--- config.mk ---
export PLATFORM = sky130hd
export DESIGN_NAME = i2c_tx_fifo
export DESIGN_NICKNAME = d
export VERILOG_FILES = /design/src/rtl/i2c_tx_fifo.sv
export SDC_FILE = /design/constraint.sdc
export NUM_CORES = 1
export LEC_CHECK = 0
export ABC_AREA = 0
export BUFFER_PORTS_ARGS = -buffer_cell sky130_fd_sc_hd__buf_2
export CORE_UTILIZATION = 35
export DETAILED_ROUTE_END_ITERATION = 10
export SLEW_MARGIN = 15
export SYNTH_ARGS = -nofsm -noshare
export SYNTH_HDL_FRONTEND = slang
export SYNTH_SLANG_ARGS = --single-unit
--- constraint.sdc ---
create_clock -name PCLK -period 5.1 [get_ports PCLK]
set_clock_uncertainty 0.1 [all_clocks]
set_input_delay 0.765 -clock PCLK [delete_from_list [all_inputs] [get_ports PCLK]]
set_output_delay 0.765 -clock PCLK [all_outputs]
set_load 0.05 [all_outputs]
--- src/rtl/i2c_tx_fifo.sv ---
// i2c_tx_fifo: synchronous TX FIFO between the APB slave bridge and the I2C core.
// Buffers DATA_W-bit words written by the bridge until the core pops them.
// Status flags are combinational decodes of the registered occupancy count.
// OVERFLOW/UNDERFLOW are sticky until ERR_CLR or reset.
// Optional build macro I2C_TX_FIFO_FWFT_EN selects first-word-fall-through reads.
// Without it, RD_DATA is registered and arrives one cycle after an accepted read.
module i2c_tx_fifo #(
  parameter int DATA_W   = 32,
  parameter int DEPTH    = 16,
  parameter int AF_LEVEL = 12,
  parameter int AE_LEVEL = 2
) (
  input  logic                       PCLK,
  input  logic                       PRESET,
  input  logic                       WR_EN,
  input  logic [DATA_W-1:0]          WR_DATA,
  input  logic                       RD_EN,
  output logic [DATA_W-1:0]          RD_DATA,
  input  logic                       ERR_CLR,
  output logic                       FULL,
  output logic                       EMPTY,
  output logic                       ALMOST_FULL,
  output logic                       ALMOST_EMPTY,
  output logic [$clog2(DEPTH):0]     COUNT,
  output logic                       OVERFLOW,
  output logic                       UNDERFLOW
);

  localparam int PTR_W = $clog2(DEPTH);
  localparam int CNT_W = PTR_W + 1;

  localparam logic [CNT_W-1:0] DEPTH_CNT = CNT_W'(DEPTH);
  localparam logic [CNT_W-1:0] AF_CNT    = CNT_W'(AF_LEVEL);
  localparam logic [CNT_W-1:0] AE_CNT    = CNT_W'(AE_LEVEL);
  localparam logic [PTR_W-1:0] PTR_ONE   = PTR_W'(1);
  localparam logic [CNT_W-1:0] CNT_ONE   = CNT_W'(1);

  // Storage array; never reset, so stale words survive a reset but are unreachable.
  logic [DATA_W-1:0] mem_q [DEPTH];

  // Control state.
  logic [PTR_W-1:0] wr_ptr_q, wr_ptr_d;
  logic [PTR_W-1:0] rd_ptr_q, rd_ptr_d;
  logic [CNT_W-1:0] count_q,  count_d;
  logic             ovf_q,    ovf_d;
  logic             unf_q,    unf_d;

  // Handshake decisions for the current cycle.
  logic full, empty;
  logic rd_acc, wr_acc;

  // Occupancy decodes; all flags derive from the registered count.
  always_comb begin
    full         = (count_q == DEPTH_CNT);
    empty        = (count_q == '0);
    ALMOST_FULL  = (count_q >= AF_CNT);
    ALMOST_EMPTY = (count_q <= AE_CNT);
  end

  assign FULL      = full;
  assign EMPTY     = empty;
  assign COUNT     = count_q;
  assign OVERFLOW  = ovf_q;
  assign UNDERFLOW = unf_q;

  // Accept logic: a read frees a slot, so a write is accepted when full if a read is too.
  always_comb begin
    rd_acc = RD_EN & ~empty;
    wr_acc = WR_EN & (~full | rd_acc);
  end

  // Next-state for pointers, count and sticky errors (new error beats ERR_CLR).
  always_comb begin
    wr_ptr_d = wr_ptr_q;
    rd_ptr_d = rd_ptr_q;
    count_d  = count_q;
    ovf_d    = ovf_q & ~ERR_CLR;
    unf_d    = unf_q & ~ERR_CLR;

    if (wr_acc) begin
      wr_ptr_d = wr_ptr_q + PTR_ONE;
    end
    if (rd_acc) begin
      rd_ptr_d = rd_ptr_q + PTR_ONE;
    end

    unique case ({wr_acc, rd_acc})
      2'b10:   count_d = count_q + CNT_ONE;
      2'b01:   count_d = count_q - CNT_ONE;
      default: count_d = count_q;
    endcase

    if (WR_EN & full & ~rd_acc) begin
      ovf_d = 1'b1;
    end
    if (RD_EN & empty) begin
      unf_d = 1'b1;
    end
  end

  // Control registers; reset overrides any strobe on the same edge.
  always_ff @(posedge PCLK) begin
    if (PRESET) begin
      wr_ptr_q <= '0;
      rd_ptr_q <= '0;
      count_q  <= '0;
      ovf_q    <= 1'b0;
      unf_q    <= 1'b0;
    end else begin
      wr_ptr_q <= wr_ptr_d;
      rd_ptr_q <= rd_ptr_d;
      count_q  <= count_d;
      ovf_q    <= ovf_d;
      unf_q    <= unf_d;
    end
  end

  // Memory write port; suppressed while reset is asserted.
  always_ff @(posedge PCLK) begin
    if (!PRESET && wr_acc) begin
      mem_q[wr_ptr_q] <= WR_DATA;
    end
  end

`ifdef I2C_TX_FIFO_FWFT_EN
  // Head word falls through combinationally; forced to zero when nothing is stored.
  always_comb begin
    RD_DATA = '0;
    if (!empty) begin
      RD_DATA = mem_q[rd_ptr_q];
    end
  end
`else
  logic [DATA_W-1:0] rd_data_q;

  // Registered read port; holds the last word until another read is accepted.
  always_ff @(posedge PCLK) begin
    if (PRESET) begin
      rd_data_q <= '0;
    end else if (rd_acc) begin
      rd_data_q <= mem_q[rd_ptr_q];
    end
  end

  assign RD_DATA = rd_data_q;
`endif

endmodule

==> out/results.txt <==
status: finished clean
H-tree depth: 2
mean post-synth cell area: 21.8 um2
CP arrival: 3.29 ns
period utilisation layout: 60.7%
number of synthesized flops with an enable pin: 512
worst reg2reg startpoint: COUNT[4]$_SDFFE_PP0P_
FILL cells: 5180
chip height: 248 um
PD cells: 457 nW/um2
pin count of the biggest net entering global routing: 71
YS warnings: 0
Placed Instances: 1791
Vias/cell: 5.15
CTS tree: done
chip width: 248 um
Inserted Diodes: 0
Mapped Area: 21200 um2
CTS sink count: 559
worst-path fanout max: 20
sequential share of the synthesized area: 76.8%
max-cap viol count: 0
Slew Limit Fails: 0
clock slew at reported path FFs: 0.06 ns
Hold Crit Depth: 1
WP data required: 5.30 ns
leading area contributor after synthesis: edfxtp_1
Hold Path Origin: RD_DATA[16]$_SDFFE_PP0N_
Min-Delay Path Class: flip-flop to flip-flop
gr ovfl total: 0
Worst R2R End: mem_q[6][0]$_DFFE_PP_
DR WL/cell: 23.4 um
initial antenna violation count: 0
Worst setup EP type: flip-flop
worst reg2reg setup slack: 2.01 ns
Final GP Congestion: 0.718
Routed Wire Length: 44500 um
Core Box Area: 59500 um2
number of DRC markers in iteration 0: 814
Setup WS post-layout: 2.01 ns
post_cts resized: 0
top post-synthesis cells by area: edfxtp_1 (72%), mux4_2 (14%), dfxtp_1 (4.4%), mux2i_1 (1.7%), mux2_2 (1.7%)
routed via count: 9802
vias in the first global route: 10400
RSZ-0062 raised after global routing: false
syn_nets: 1018
Setup crit start kind: flip-flop
flops & latches, synth: 559
fmax: 0.323 GHz
GRT Overall Usage: 14.8%
hold_ws: 0.378 ns
post-synth cell types: 38
Post-CTS Hold Fix Bufs: 0
drt first pass iters: 5
Min Clock Period, post-route: 3.09 ns
Worst Hold End: RD_DATA[16]$_SDFFE_PP0N_
IO Pins: 80
starting density of the core: 35.7%
dpl ws: 1.61 ns
Worst-Skew Late Latency: 0.60 ns
Final Hold Fails: 0
row count: 89
Worst-Margin Slew: 1.14 ns
Max Buffers Root-to-Sink: 3
FFs w/ async S/R, synth: 0%
worst reg2reg path depth: 5
DRC viols: 0
Power Total: 11.3 mW
WS Path Type: flip-flop to flip-flop
VDD IR max: 0.352 mV
Top FF cell, synth: edfxtp_1
DPL Wire Length: 24900 um
Setup-failing EPs final: 0
first-pass GRT wire length: 66800 um
die area: 61700 um2
Slew HR: 23.7%
Synth Instances: 975
fin nets: 1127
leakage power: 7.71 nW
Layout area overhead: 16.2%
setup repair bufs after CTS: 0
ANT nets after route: 0
TritonCTS Buffers: 57
top cell type's share of synthesized area: 72.4%
post-route insts no fill: 1902
CTS Root Cell: clkbuf_16
layout cells sized above 1: 32.7%
PortBufs: 79
final setup TNS: 0 ns
synthesized netlist by cell type, types with 3 or more instances:
library cell	n
buf_4	3
mux2i_1	36
ha_1	6
nand3_1	5
clkbuf_1	19
a221o_1	32
a21oi_1	4
edfxtp_1	512
buf_2	22
mux4_2	128
nand4_1	4
mux2_2	32
dfxtp_1	47
xor2_1	4
nor2_1	65
buf_1	7
nor2b_1	5
inv_1	5
nand2_1	10
a21o_1	4
metal layers:
metal,part of all wire (%),GRT usage [%],vias up
li1,-,-,4286
met1,44,19.7,5219
met2,49,24.5,228
met3,4.7,2.65,69
met4,2.3,4.77,0
met5,0,0,-
per-stage QoR:
stage | utilization, % | area [um2]
floorplan | - | 21200
global placement | 38.1 | 22700
detailed placement | 38.1 | 22700
CTS | 41.3 | 24500
global route | 41.5 | 24700
finish | 41.5 | 24700
logic make-up after synthesis:
kind of cell / share of synthesized area (%)
flip-flops: 76.8
multiplexers: 17.2
AND/OR/NAND/NOR: 1.96
buffers and inverters: 1.28
AO/OA/AOI/OAI: 2.17
XOR/XNOR: 0.247
adder cells (fa/ha/maj): 0.353
how the worst max path moves through the flow:
| stage | from | to | depth (start not counted) |
|---|---|---|---|
| 6_report | COUNT[4]$_SDFFE_PP0P_ | mem_q[6][0]$_DFFE_PP_ | 5 |
| 5_1_grt | COUNT[4]$_SDFFE_PP0P_ | mem_q[6][5]$_DFFE_PP_ | 5 |
| 4_1_cts | COUNT[4]$_SDFFE_PP0P_ | mem_q[6][4]$_DFFE_PP_ | 5 |
| 3_5_place_dp | RD_EN | mem_q[6][0]$_DFFE_PP_ | 6 |
| 3_3_place_gp | RD_EN | mem_q[6][0]$_DFFE_PP_ | 6 |
| 2_1_floorplan | COUNT[4]$_SDFFE_PP0P_ | ALMOST_EMPTY | 2 |
final cells by class:
cell class | instances | area (um2) | area share, %
tap | 773 | 967 | 3.92
clock inverter | 24 | 297 | 1.20
sequential | 559 | 16300 | 66.2
timing repair buffer | 103 | 708 | 2.87
multi-input combinational | 358 | 4790 | 19.4
clock buffer | 80 | 1570 | 6.37
inverter | 5 | 18.8 | 0.0761
power breakdown:
part	total, mW	internal (mW)	switching (mW)	leakage, nW
Sequential	5.36	5.16	0.209	5.00
Combinational	1.74	0.691	1.05	1.80
Clock	4.17	2.49	1.68	0.911
Total	11.3	8.34	2.94	7.71
worst max-delay path, stage by stage, from the launching register on:
cell and delay (ns):
dfxtp_1 0.49, nor2b_1 0.25, a21oi_1 0.42, nand2_1 0.35, nor2_4 0.81, buf_4 0.36
state kept, by name (all words and copies together) (netlist names):
signal     flops
RD_DATA       32
COUNT          5
wr_ptr_q       4
OVERFLOW       1
rd_ptr_q       4
mem_q        512
UNDERFLOW      1
layout by cell type (no fill, tap or decap), types with 5 or more instances in the layout:
master,count
clkinv_2,7
inv_1,5
clkbuf_16,57
buf_4,14
buf_12,9
nor2_1,49
mux2_2,32
buf_2,79
a221o_1,32
nand3_1,5
mux4_2,128
clkbuf_8,6
nor2b_1,5
clkinv_1,7
nand2_1,10
bufinv_16,7
mux2i_1,36
clkbuf_1,17
ha_1,6
edfxtp_1,512
nor2_4,16
dfxtp_1,44
Note: power is estimated with default switching activity, not from simulation.
